$ cat config.mk
export PLATFORM = sky130hd
export DESIGN_NAME = sprite_flash_arbiter
export DESIGN_NICKNAME = d
export VERILOG_FILES = /design/src/rtl/sprite_pkg.sv /design/src/rtl/sprite_flash_timer.sv /design/src/rtl/sprite_flash_arbiter.sv
export SDC_FILE = /design/constraint.sdc
export NUM_CORES = 1
export LEC_CHECK = 0
export BUFFER_PORTS_ARGS = -buffer_cell sky130_fd_sc_hd__buf_2
export CAP_MARGIN = 0
export CORE_MARGIN = 5
export CORE_UTILIZATION = 55
export CTS_BUF_LIST = sky130_fd_sc_hd__clkbuf_4
export DETAILED_ROUTE_END_ITERATION = 8
export GPL_TIMING_DRIVEN = 0
export HOLD_SLACK_MARGIN = 0.08
export PLACE_DENSITY_LB_ADDON = 0.08
export SLEW_MARGIN = 20
export SYNTH_ARGS = -nofsm -noshare
export SYNTH_HDL_FRONTEND = slang
export SYNTH_SLANG_ARGS = --single-unit
$ cat constraint.sdc
create_clock -name clk -period 2.5 [get_ports clk]
set_clock_uncertainty 0.2 [all_clocks]
set_input_delay 0.25 -clock clk [delete_from_list [all_inputs] [get_ports clk]]
set_output_delay 0.25 -clock clk [all_outputs]
set_load 0.01 [all_outputs]
$ cat src/rtl/sprite_pkg.sv
// Shared types and helpers for the drum-sprite flash arbiter.
package sprite_pkg;

    localparam int N_SPRITES = 14;

    typedef logic [N_SPRITES-1:0] sprite_vec_t;
    typedef logic [3:0]           sprite_idx_t;

    // Result of a lowest-set-bit search; idx is only meaningful when found is set.
    typedef struct packed {
        sprite_idx_t idx;
        logic        found;
    } lowest_t;

    // One-hot vector for a sprite index; indices outside 0..N_SPRITES-1 give all-zero.
    function automatic sprite_vec_t onehot_of(input sprite_idx_t idx);
        sprite_vec_t v;
        v = '0;
        for (int i = 0; i < N_SPRITES; i++) begin
            if (sprite_idx_t'(i) == idx) begin
                v[i] = 1'b1;
            end
        end
        return v;
    endfunction

    // Lowest set bit of vec; scanning downwards lets the lowest index overwrite higher ones.
    function automatic lowest_t lowest_set(input sprite_vec_t vec);
        lowest_t r;
        r = '0;
        for (int i = N_SPRITES - 1; i >= 0; i--) begin
            if (vec[i]) begin
                r.idx   = sprite_idx_t'(i);
                r.found = 1'b1;
            end
        end
        return r;
    endfunction

endpackage

$ cat src/rtl/sprite_flash_timer.sv
// One per-sprite flash timer: a hit reloads the full frame count, frame ticks
// count it down to zero, and active mirrors "count is nonzero" as a register.
module sprite_flash_timer #(
    parameter int  FLASH_FRAMES = 8,
    localparam int TW           = $clog2(FLASH_FRAMES + 1)
) (
    input  logic          clk,
    input  logic          rst_n,
    input  logic          load,
    input  logic          tick,
    output logic          active,
    output logic [TW-1:0] count
);

    logic [TW-1:0] count_reg;
    logic [TW-1:0] count_next;
    logic          active_reg;

    // Load beats tick so a hit on the last frame restarts cleanly; the count saturates at zero.
    always_comb begin
        count_next = count_reg;
        if (load) begin
            count_next = TW'(FLASH_FRAMES);
        end else if (tick && (count_reg != '0)) begin
            count_next = count_reg - TW'(1);
        end
    end

    // Count and active flag are registered together so active never glitches on a reload.
    always_ff @(posedge clk) begin
        if (!rst_n) begin
            count_reg  <= '0;
            active_reg <= 1'b0;
        end else begin
            count_reg  <= count_next;
            active_reg <= (count_next != '0);
        end
    end

    assign active = active_reg;
    assign count  = count_reg;

endmodule

$ cat src/rtl/sprite_flash_arbiter.sv
// Per-pixel sprite arbiter: most recently hit sprite wins an overlap, otherwise
// the lowest-index covering sprite. Grant is registered and always one-hot or zero.
module sprite_flash_arbiter
    import sprite_pkg::*;
#(
    parameter int  FLASH_FRAMES = 8,
    localparam int TW           = $clog2(FLASH_FRAMES + 1)
) (
    input  logic                 clk,
    input  logic                 rst_n,
    input  logic [N_SPRITES-1:0] hit_pulse,
    input  logic                 frame_tick,
    input  logic                 pixel_valid,
    input  logic [N_SPRITES-1:0] pixel_hits,
    output logic [N_SPRITES-1:0] active,
    output logic [N_SPRITES-1:0] grant,
    output logic [3:0]           last_idx,
    output logic                 last_valid
);

    logic [TW-1:0] timer_count [N_SPRITES];

    sprite_vec_t   cand;
    lowest_t       cand_low;
    lowest_t       hit_low;
    sprite_vec_t   grant_reg;
    sprite_vec_t   grant_next;
    sprite_idx_t   last_idx_reg;
    sprite_idx_t   last_idx_next;
    logic          last_valid_reg;
    logic          last_valid_next;

    genvar gi;
    generate
        for (gi = 0; gi < N_SPRITES; gi++) begin : g_timer
            sprite_flash_timer #(
                .FLASH_FRAMES (FLASH_FRAMES)
            ) u_timer (
                .clk    (clk),
                .rst_n  (rst_n),
                .load   (hit_pulse[gi]),
                .tick   (frame_tick),
                .active (active[gi]),
                .count  (timer_count[gi])
            );
        end
    endgenerate

    // Candidate resolution and recency tracking; arbitration sees active as already registered.
    always_comb begin
        cand     = pixel_valid ? (pixel_hits & active) : '0;
        cand_low = lowest_set(cand);
        hit_low  = lowest_set(hit_pulse);

        grant_next = '0;
        if (last_valid_reg && cand[last_idx_reg]) begin
            grant_next = onehot_of(last_idx_reg);
        end else if (cand_low.found) begin
            grant_next = onehot_of(cand_low.idx);
        end

        last_idx_next   = last_idx_reg;
        last_valid_next = last_valid_reg;
        if (hit_low.found) begin
            last_idx_next   = hit_low.idx;
            last_valid_next = 1'b1;
        end else if (last_valid_reg && frame_tick && (timer_count[last_idx_reg] == TW'(1))) begin
            // The recent sprite's timer hits zero on this edge, same edge its active drops.
            last_valid_next = 1'b0;
        end
    end

    // Output and recency registers; reset clears everything so no grant survives an abort.
    always_ff @(posedge clk) begin
        if (!rst_n) begin
            grant_reg      <= '0;
            last_idx_reg   <= '0;
            last_valid_reg <= 1'b0;
        end else begin
            grant_reg      <= grant_next;
            last_idx_reg   <= last_idx_next;
            last_valid_reg <= last_valid_next;
        end
    end

    assign grant      = grant_reg;
    assign last_idx   = last_idx_reg;
    assign last_valid = last_valid_reg;

endmodule

==> impl_results.md, run 1 <==
* Vias in the first global route at 4640
* Top-Level Pins at 65
* Initial antenna violation count at 0
* FF+latch area at 1790 sq um
* Max VDD drop at 357 uV
* Syn Inst Count at 603
* Clk_lat worst skew at 0.44 ns
* Max Cap Violations at 0
* Number of flops mapped to enable cells by yosys at 0
* Drt drc at 0
* Num rows at 34
* CTS Buf Count at 9
* Slew headroom at 49.8%
* CTS root buffer: clkbuf_4
* Post-synthesis cell type count at around 60
* Bufs on Longest Clock Path at 2
* Largest net degree at the start of global routing at 17
* P_leak at roughly 0.0024 uW
* DP Area at approximately 5400 sq um
* Synth Net Count at 649
* Final worst slack at approximately 0.043 ns
* Area delta synth->final at 18.7%
* CTS H-Tree Depth at 3
* TritonRoute pass-1 iters at 5
* Depth of the most critical reg-to-reg path at 6
* Setup_tns at 0 ns
* Gr usage total at 25.4%
* Data required, critical path at ~2.7 ns
* Fin nets at 748
* Worst Path Arrival at between 2 and 3 ns
* Ys flop type: dfxtp_1
* Final-report max-slew violation count at 0
* Dpl ws at -0.545 ns
* Hold Startpoint: frame_tick
* Min-delay worst type: primary input to flip-flop
* Final setup fails at 0
* Largest register FFs at 56
* Syn avg cell area at 8.13 sq um
* IO Port Bufs at 64
* Core area at between 8000 and 9000 sq um
* Critical Path End Type: flip-flop
* Post-Layout Cell Count at 815
* Power per Cell Area at 583 nW/um^2
* GP Congestion at 0.889
* Die Ht at 104 um
* GR Overflow Total at 0
* Clock transition at path regs at 0.14 ns
* Setup crit end: last_idx[2]
* Area of the multi-input gates at 2800 sq um
* First DRT Iteration DRCs at between 400 and 500
* DP Cell Count at 775
* F_max at 407 MHz
* Die extent in x at 104 um
* CTS tree: built
* Die ar. at around 11000 sq um
* Reg2reg setup slack at roughly 0.07 ns
* Reg2reg end: grant[0]
* Total Routed Length at ~14 mm
* Layout cells sized above 1 at 18.5%
* Worst Setup Path Type: primary input to flip-flop
* Final Hold Slack at 0.107 ns
* Final hold vios at 0
* Critical Path Start Type: primary input
* First-pass GRT wire length at about 23 mm
* Initial core utilization at 56.2%
* RSZ-0062 raised after global routing: false
* Synthesis Warnings at 0
* Outcome: complete, no violations
* Routed Antenna Nets at 0
* Post-route cell area at 5820 sq um
* Post-DP HPWL at 10.5 mm
* Fillers at 759
* Post-synthesis sequential area ratio at 36.3%
* Routed len/inst at 17.3 um
* Final worst-path cycle share at 98.3%
* Ant. Diodes at 0
* Routed vias/inst at 6.02
* Fin crit period at around 2.5 ns
* FF-to-FF Start: last_idx[0]
* Crit path max fanout at 3
* Post-synth ARST share at 0%
* Worst setup path start: hit_pulse[2]
* Clk sinks at 89
* Post-Syn Area at around 4900 sq um
* Synthesized flop and latch total at 89
* Slew at the pin closest to its max-slew limit at ~0.75 ns
* Via count at 4906
-- how the worst min path moves through the flow --
stage,endpoint,depth (start not counted)
floorplan,g_timer[10].u_timer.count[3],2
global placement,g_timer[6].u_timer.count[2],2
detailed placement,g_timer[6].u_timer.count[2],2
CTS,grant[2],4
global route,g_timer[13].u_timer.count[1],4
finish,g_timer[13].u_timer.count[0],4
-- routing by layer --
metal	routed length (um)	track usage [%]	vias to the layer above
met4	274	9.34	0
met2	6530	40.4	233
met1	6150	34.7	2269
met3	1180	3.91	30
li1	-	-	2374
met5	0	0	-
-- placed cells by master (no fill, tap or decap), drive strengths merged, types with 3 or more instances in the layout --
cell type,count
nand4,6
a311oi,4
a31oi,6
a211oi,12
o21a,6
a31o,8
buf,88
nor2b,3
ha,14
a21boi,5
mux4,4
nor3b,6
nand2b,19
nand4b,11
dfxtp,89
nand2,53
or3,8
nor2,63
a21oi,48
o31ai,14
dlygate4sd3,23
and3,6
or4,6
clkbuf,19
and2,5
nand3,13
o21ai,14
nor4,20
xor2,8
xnor2,22
inv,43
nor3,24
-- final cells by class --
class	count	area share [%]
flip-flops and latches	89	30.7
clock buffers	9	1.16
well taps	108	2.32
repair buffers	88	9.59
inverters	41	2.71
clock inverters	7	1.70
multi-input cells	440	48.2
plain buffers	33	3.63
-- where the power goes --
group / total (uW) / leakage (uW) / switching, uW / internal, uW
Sequential: 1630 / 0.000732 / 108 / 1520
Combinational: 831 / 0.00157 / 455 / 375
Clock: 936 / 0.0000873 / 522 / 415
Total: 3390 / 0.00239 / 1080 / 2310
-- critical path, cell delays in order --
cell and delay [ns]:
dlygate4sd3_1 0.56, buf_2 0.16, nor4_4 0.29, dlygate4sd3_1 0.62, nand2_1 0.06, a21oi_1 0.15
dlygate4sd3_1 0.56
-- synthesized netlist by cell type, types with 9 or more instances --
library cell  instances  area (sq um)
nand3_1              13          65.1
o21ai_0              12          60.1
xnor2_1              22           193
nand2b_1             19           119
nor3_1               24           120
ha_1                 14           175
nand2_1              53           199
dfxtp_1              89          1780
nor4_1               20           125
buf_4                14           105
o31ai_1              14           105
nand4b_1             11          96.3
inv_1                40           150
a21oi_1              48           240
clkbuf_1              9          33.8
a211oi_1             12          90.1
nor2_1               63           236
-- kinds of logic after synthesis --
| family | after synthesis | synth area share, % |
|---|---|---|
| AOI/OAI and AO/OA | 144 | 19.7 |
| buffers and inverters | 74 | 7.17 |
| xor gates and xnor gates | 30 | 5.36 |
| muxes | 6 | 2.25 |
| adders and majority gates | 14 | 3.57 |
| and+or+nand+nor | 246 | 25.6 |
| DFF | 89 | 36.3 |
-- per-stage QoR --
stage | power [uW] | utilization (%)
6_report | 3390 | 66.7
5_1_grt | 3590 | 66.7
4_1_cts | 3380 | 66.1
3_5_place_dp | 2430 | 61.4
3_3_place_gp | 2410 | 61.4
2_1_floorplan | 2190 | -
-- timing repair --
item	4_1_cts	5_1_grt
cloned	0	0
resized for setup	4	18
hold buffers	23	0
endpoints found under the hold margin	76	0
endpoints found under the setup margin	12	14
buffers inserted	0	1
(Power assumes the default switching activity.)
==> inputs of run 2 (changes only) <==
CORE_UTILIZATION = 30   (was 55)
SYNTH_HIERARCHICAL = 1   (was not set)
==> run 2 against run 1 <==
Count of clock-buffer cells in the layout unchanged. Fmax is 4.2% higher. Wire length rose by 30%. Design area rose by 20%. Sequential power hardly changed. First-iteration DRC count down 31%. Clock power fell by 15%. Die area rose by 110%. Register-to-register slack gained 0.07 ns. Via count increased by 20%.
==> impl_results.md, run 2 <==
* Outcome: complete, no violations (unchanged)
* GR Overflow Total at 0 (unchanged)
* Gr usage total at 16.2% (was 25.4%)
* Net Switching at 1140 uW (was 1080 uW)
* FF-to-FF Start: last_idx[0] (unchanged)
* Min-delay worst type: primary input to flip-flop (unchanged)
* Most common cell in the netlist: dfxtp_1 (unchanged)
* Data required, critical path at 2.65 ns (was 2.69 ns)
* Routed len/inst at 17.1 um (was 17.3 um)
* Num rows at 51 (was 34)
* Post-synthesis sequential area ratio at 29.6% (was 36.3%)
* Synthesis Warnings at 6 (was 0)
* CTS tree: built (unchanged)
* Initial core utilization at 30.8% (was 56.2%)
* Crit path max fanout at 10 (was 3)
* Critical path's top delay family: compound AO/OA/AOI/OAI gates (was buffers and inverters)
* Synth Net Count at 757 (was 649)
* Final Power at 3380 uW (was 3390 uW)
* Comb power frac at 27.7% (was 24.5%)
* F_max at 424 MHz (was 407 MHz)
* P_leak at 0.00257 uW (was 0.00239 uW)
* Ys flop type: dfxtp_1 (unchanged)
* Worst setup path start: last_idx[0] (was hit_pulse[2])
* Final-report max-slew violation count at 0 (unchanged)
* Largest area contributor in the netlist: dfxtp_1 (unchanged)
* Commonest cells post-synth: dfxtp_1 (89), nand2_1 (59), a21oi_1 (52) (was dfxtp_1 (89), nor2_1 (63), nand2_1 (53))
* Slowest stage cell, crit path: dfxtp_1 (was dlygate4sd3_1)
* Total Routed Length at 18.3 mm (was 14.1 mm)
* Critical Path End Type: flip-flop (unchanged)
* Routed vias/inst at 5.50 (was 6.02)
* Vias in the first global route at 5602 (was 4640)
* Switching share of total power at 33.9% (was 32.0%)
* Synth area leaders: dfxtp_1 (30%), a21oi_1 (4.3%), mux2_2 (4.3%), nand2_1 (3.7%), nor3b_1 (3.2%) (was dfxtp_1 (36%), a21oi_1 (4.9%), nor2_1 (4.8%), nand2_1 (4.1%), xnor2_1 (3.9%))
* Slowest Stage Delay on Critical Path at 0.48 ns (was 0.62 ns)
* Most common cell after layout, fill and taps aside: dfxtp_1 (unchanged)
* Drt drc at 0 (unchanged)
* RSZ-0062 raised after global routing: true (was false)
* Die Ht at 152 um (was 104 um)
* Power per Cell Area at 483 nW/um^2 (was 583 nW/um^2)
* Layout cells sized above 1 at 23.0% (was 18.5%)
* Bufs on Longest Clock Path at 2 (unchanged)
* Clk_lat worst skew at 0.46 ns (was 0.44 ns)
* Slew at the pin closest to its max-slew limit at 0.789 ns (was 0.752 ns)
* Fin nets at 850 (was 748)
* Final hold vios at 0 (unchanged)
* Worst path bufs/invs at 2 (was 4)
* Via count at 5906 (was 4906)
* First DRT Iteration DRCs at 317 (was 460)
* Core area at 19600 sq um (was 8720 sq um)
* First-pass GRT wire length at 29.5 mm (was 22.7 mm)
* Post-route core utilization at 35.7% (was 66.7%)
* Area delta synth->final at 16.1% (was 18.7%)
* CTS root buffer: clkbuf_4 (unchanged)
* Initial antenna violation count at 1 (was 0)
* Syn avg cell area at 8.47 sq um (was 8.13 sq um)
* Final setup fails at 0 (unchanged)
* Largest register FFs at 56 (unchanged)
* Critical Path Start Type: flip-flop (was primary input)
* Final worst-path cycle share at 94.3% (was 98.3%)
* CTS Buf Count at 9 (unchanged)
* Area share of the largest cell type after synthesis at 29.6% (was 36.3%)
* Post-Syn Area at 6020 sq um (was 4900 sq um)
* Hold Startpoint: pixel_hits[4] (was frame_tick)
* TritonRoute pass-1 iters at 8 (was 5)
* GP Congestion at 0.848 (was 0.889)
* Die extent in x at 152 um (was 104 um)
* Setup_tns at 0 ns (unchanged)
* Slew headroom at 47.4% (was 49.8%)
* Post-synthesis cell type count at 65 (was 59)
* Post-synth ARST share at 0% (unchanged)
* Routed Antenna Nets at 0 (unchanged)
* Die ar. at 23000 sq um (was 10900 sq um)
* Clock transition at path regs at 0.14 ns (about the same)
* Max Cap Violations at 0 (unchanged)
* Max VDD drop at 175 uV (was 357 uV)
* Clk sinks at 89 (unchanged)
* IO Port Bufs at 63 (was 64)
* Syn Inst Count at 711 (was 603)
* Top-Level Pins at 65 (unchanged)
* CTS H-Tree Depth at 3 (unchanged)
* Flop pwr share at 48.7% (was 47.9%)
* Largest net degree at the start of global routing at 72 (was 17)
* Synthesized flop and latch total at 89 (unchanged)
* Clock network fraction of total power at 23.6% (was 27.6%)
* Number of flops mapped to enable cells by yosys at 0 (unchanged)
* Worst Setup Path Type: flip-flop to flip-flop (was primary input to flip-flop)
* Post-DP HPWL at 13.6 mm (was 10.5 mm)
* Post-route cell area at 7000 sq um (was 5820 sq um)
* Internal power at 2230 uW (was 2310 uW)
* DP Area at 6670 sq um (was 5360 sq um)
* Worst Path Arrival at 2.51 ns (was 2.65 ns)
* Fin crit period at 2.36 ns (was 2.46 ns)
* Critical Path, Cell by Cell: buf_4 -> clkbuf_2 -> mux2i_1 -> o31ai_1 -> o21ai_0 -> nor2_1 -> a2111oi_0 (was dlygate4sd3_1 -> buf_2 -> nor4_4 -> dlygate4sd3_1 -> nand2_1 -> a21oi_1 -> dlygate4sd3_1)
* Commonest cells after routing, fill and taps aside: dfxtp_1 (89), buf_2 (66), nand2_1 (59) (was dfxtp_1 (85), buf_2 (68), nor2_1 (63))
==> run 2: cell count changes in the layout (fill, tap and decap cells not counted), sizes merged, moves of 13 or more <==
cell	before	now
or3b	1	14
mux2	0	29
xnor2	22	0
nor2	63	42
o21ai	14	34
nor3	24	8
nand3	13	28
nor4b	0	16
nor3b	6	32
nand4	6	27
buf	88	71
o221ai	0	15
==> run 2: kinds of logic (layout without fill, tap and decap cells) <==
family	count (synthesis)	in the layout	synth area share, %
mux	37	37	7.35
other cells	0	1	0
simple gates	316	316	32.5
compound gates	191	191	22.9
flops	89	89	29.6
fa+ha+maj	14	14	2.91
buf+inv	64	161	4.76
==> run 2: power groups by stage <==
stage / clock network, uW / registers, uW / logic [uW]
after CTS: 841 / 1640 / 934
final: 798 / 1640 / 935
after detailed placement: 0 / 1680 / 906
after floorplan: 0 / 1650 / 626
after global placement: 0 / 1670 / 901
after global routing: 894 / 1660 / 1030
==> run 2: worst reg2reg max path: stages (launching register included) <==
cell	delay, ns
dfxtp_1	0.48
buf_4	0.27
clkbuf_2	0.35
mux2i_1	0.23
o31ai_1	0.10
o21ai_0	0.17
nor2_1	0.09
a2111oi_0	0.37
==> run 2: timing repair <==
item                                   in CTS  in global routing
pin swaps                                   0                  0
endpoints found under the hold margin      78                  0
setup endpoints to repair                   1                 14
hold buffers                               19                  0
gates resized for setup                     1                  4
setup buffers                               0                  0
==> run 2: routing by layer <==
| layer | up-vias | routed length, um | global-route usage (%) |
|---|---|---|---|
| li1 | 2898 | - | - |
| met1 | 2870 | 8700 | 21.7 |
| met2 | 120 | 8660 | 27.1 |
| met3 | 18 | 687 | 2.05 |
| met4 | 0 | 274 | 5.17 |
| met5 | - | 0 | 0 |
==> run 2: cell type report <==
class	instances	area (sq um)
Antenna cell	1	2.50
Buffer	25	145
Clock buffer	9	67.6
Clock inverter	6	50.0
Fill cell	2069	12600
Inverter	39	146
Multi-Input combinational cell	558	3960
Sequential cell	89	1780
Tap cell	265	332
Timing Repair Buffer	82	508
==> run 2: stage by stage <==
stage          instances  setup slack [ns]  hold WS, ns
2_1_floorplan        711             0.502        0.167
3_3_place_gp        1039            -0.437        0.320
3_5_place_dp        1039           -0.0768        0.325
4_1_cts             1073            0.0771        0.105
5_1_grt             1074           -0.0442        0.158
6_report            1074             0.142        0.143
==> run 2: worst paths after layout <==
| kind | end | slack (ns) | cells after the start |
|---|---|---|---|
| worst max-delay path | last_valid | 0.14 | 7 |
| worst min-delay path | grant[3] | 0.14 | 5 |
| worst max register to register | last_valid | 0.14 | 7 |
| worst min register to register | g_timer[5].u_timer/count[2] | 0.34 | 2 |
==> inputs of run 3 (changes only) <==
RECOVER_POWER = 50   (was not set)
==> run 3 against run 2 <==
Critical endpoint is now grant[7]. Critical path depth unchanged. Via count up 0.58%. Count of clock-buffer cells in the layout unchanged. First-iteration DRC count up 13%. Fmax about the same. Highest routed layer unchanged. Final cell count unchanged. Sequential share of layout area up 0.23 points. Die area unchanged. Wire length down 0.23%. Design area down 0.88%. Clock power about the same. Hold slack worse by 0.0065 ns.
==> impl_results.md, run 3 (synthesis results as in run 2) <==
* Outcome: complete, no violations (unchanged)
* Worst Setup Path Type: flip-flop to flip-flop (unchanged)
* Final worst-path cycle share at 94.4% (was 94.3%)
* Final setup fails at 0 (unchanged)
* Slew at the pin closest to its max-slew limit at 0.783 ns (was 0.789 ns)
* Power per Cell Area at 484 nW/um^2 (was 483 nW/um^2)
* Worst setup path start: last_idx[0] (unchanged)
* Slowest stage cell, crit path: dfxtp_1 (unchanged)
* Fin nets at 850 (unchanged)
* Routed Antenna Nets at 0 (unchanged)
* CTS Buf Count at 9 (unchanged)
* Critical Path Start Type: flip-flop (unchanged)
* FF-to-FF Start: last_idx[0] (unchanged)
* Worst Path Arrival at 2.54 ns (was 2.51 ns)
* Top-Level Pins at 65 (unchanged)
* Dpl ws at -0.0768 ns (unchanged)
* Slew headroom at 47.8% (was 47.4%)
* RSZ-0062 raised after global routing: true (unchanged)
* Fillers at 2097 (was 2069)
* GR Overflow Total at 0 (unchanged)
* Data required, critical path at 2.68 ns (was 2.65 ns)
* P_leak at 0.00244 uW (was 0.00257 uW)
* Die extent in x at 152 um (unchanged)
* Bufs on Longest Clock Path at 2 (unchanged)
* Setup crit end: grant[7] (was last_valid)
* Slowest Stage Delay on Critical Path at 0.47 ns (was 0.48 ns)
* Crit path max fanout at 10 (unchanged)
* FF+latch area at 1780 sq um (unchanged)
* Clock transition at path regs at 0.14 ns (about the same)
* Min-delay worst type: primary input to flip-flop (unchanged)
* Final-report max-slew violation count at 0 (unchanged)
* CTS H-Tree Depth at 3 (unchanged)
* Largest register FFs at 56 (unchanged)
* Area delta synth->final at 15.1% (was 16.1%)
* F_max at 424 MHz (about the same)
* Die ar. at 23000 sq um (unchanged)
* First DRT Iteration DRCs at 358 (was 317)
* CTS tree: built (unchanged)
* Drt drc at 0 (unchanged)
* Commonest cells after routing, fill and taps aside: dfxtp_1 (89), nand2_1 (59), a21oi_1 (52) (was dfxtp_1 (89), buf_2 (66), nand2_1 (59))
* Via count at 5940 (was 5906)
* TritonRoute pass-1 iters at 5 (was 8)
* Fin crit period at 2.36 ns (about the same)
* CTS root buffer: clkbuf_4 (unchanged)
* Depth of the most critical reg-to-reg path at 7 (unchanged)
* Die Ht at 152 um (unchanged)
* Final worst slack at 0.141 ns (was 0.142 ns)
* First-pass GRT wire length at 29.5 mm (unchanged)
* Initial core utilization at 30.8% (unchanged)
* Reg2reg end: grant[7] (was last_valid)
* Area of the multi-input gates at 3950 sq um (was 3960 sq um)
* Setup_tns at 0 ns (unchanged)
* Clk_lat worst skew at 0.46 ns (about the same)
* Post-DP HPWL at 13.6 mm (unchanged)
* Max Cap Violations at 0 (unchanged)
* IO Port Bufs at 63 (unchanged)
* Initial antenna violation count at 1 (unchanged)
* Critical Path, Cell by Cell: buf_4 -> inv_1 -> o211ai_1 -> nand3_1 -> a311o_1 -> buf_6 -> o41ai_2 (was buf_4 -> clkbuf_2 -> mux2i_1 -> o31ai_1 -> o21ai_0 -> nor2_1 -> a2111oi_0)
* Reg2reg setup slack at 0.14 ns (about the same)
* Num rows at 51 (unchanged)
* Clk sinks at 89 (unchanged)
* Max VDD drop at 175 uV (about the same)
* Core area at 19600 sq um (unchanged)
* Critical Path End Type: flip-flop (unchanged)
* GP Congestion at 0.848 (unchanged)
* Final hold vios at 0 (unchanged)
* Gr usage total at 16.2% (unchanged)
* Routed vias/inst at 5.53 (was 5.50)
* Largest net degree at the start of global routing at 72 (unchanged)
* Routed len/inst at 17.0 um (was 17.1 um)
* Post-CTS Setup Bufs at 0 (unchanged)
* Layout cells sized above 1 at 18.2% (was 23.0%)
* Most common cell after layout, fill and taps aside: dfxtp_1 (unchanged)
* Total Routed Length at 18.3 mm (about the same)
* Vias in the first global route at 5602 (unchanged)
[run 3: cell count changes in the layout (fill, tap and decap cells not counted)]
cell | before | now
or3b_1 | 3 | 4
nor3b_1 | 26 | 29
nor3b_2 | 6 | 3
clkbuf_2 | 13 | 10
or3b_4 | 11 | 10
buf_2 | 66 | 34
clkbuf_1 | 3 | 38
[run 3: critical path: cells and delay by family, from the launching register on]
| kind | cells | cell delay (ns) |
|---|---|---|
| compound gates | 3 | 0.86 |
| buf+inv | 3 | 0.61 |
| flops | 1 | 0.47 |
| simple gates | 1 | 0.13 |
[run 3: worst min path at each step]
stage                                 from                     endpoint  slack [ns]  cells after the start
3_5_place_dp   g_timer[5].u_timer/count[2]  g_timer[5].u_timer/count[2]        0.33                      2
5_1_grt                      pixel_hits[4]                     grant[3]        0.16                      5
6_report                     pixel_hits[2]                     grant[3]        0.14                      5
4_1_cts                      pixel_hits[2]                     grant[3]        0.11                      5
3_3_place_gp   g_timer[7].u_timer/count[2]  g_timer[7].u_timer/count[2]        0.32                      2
2_1_floorplan                        rst_n  g_timer[0].u_timer/count[3]        0.17                      1
[run 3: power by group]
group | internal, uW | leakage (uW) | total, uW | switching (uW)
registers | 1510 | 0.000731 | 1640 | 135
logic | 421 | 0.00164 | 916 | 495
clock network | 286 | 0.0000657 | 798 | 512
total | 2210 | 0.00244 | 3360 | 1140
[run 3: metrics by stage]
stage / hold WS [ns] / instances / util (%) / instance area, sq um / total power, uW
finish: 0.136 / 1074 / 35.4 / 6930 / 3360
CTS: 0.105 / 1073 / 35.6 / 6980 / 3420
global placement: 0.320 / 1039 / 34.1 / 6670 / 2570
detailed placement: 0.325 / 1039 / 34.1 / 6670 / 2580
floorplan: 0.167 / 711 / - / 6020 / 2270
global route: 0.158 / 1074 / 35.4 / 6930 / 3570
[run 3: routing by layer]
layer | routed length [um] | share of wire, % | GRT usage (%) | vias to the layer above
li1 | - | - | - | 2900
met1 | 8580 | 47 | 21.7 | 2870
met2 | 8660 | 47 | 27.1 | 149
met3 | 753 | 4.1 | 2.05 | 21
met4 | 287 | 1.6 | 5.17 | 0
met5 | 0 | 0 | 0 | -
[run 3: layout make-up]
class / count / area share (%)
diodes: 1 / 0.0361
plain buffers: 25 / 2.02
clock buffers: 9 / 0.974
clock inverters: 6 / 0.722
inverters: 39 / 2.11
multi-input cells: 558 / 56.9
flip-flops and latches: 89 / 25.7
well taps: 265 / 4.78
repair buffers: 82 / 6.77
[run 3: what timing repair did]
action                                 4_1_cts  5_1_grt
gates resized for setup                      1        4
setup endpoints to repair                    1       14
cloned                                       0        0
hold buffers                                19        0
endpoints found under the hold margin       78        0
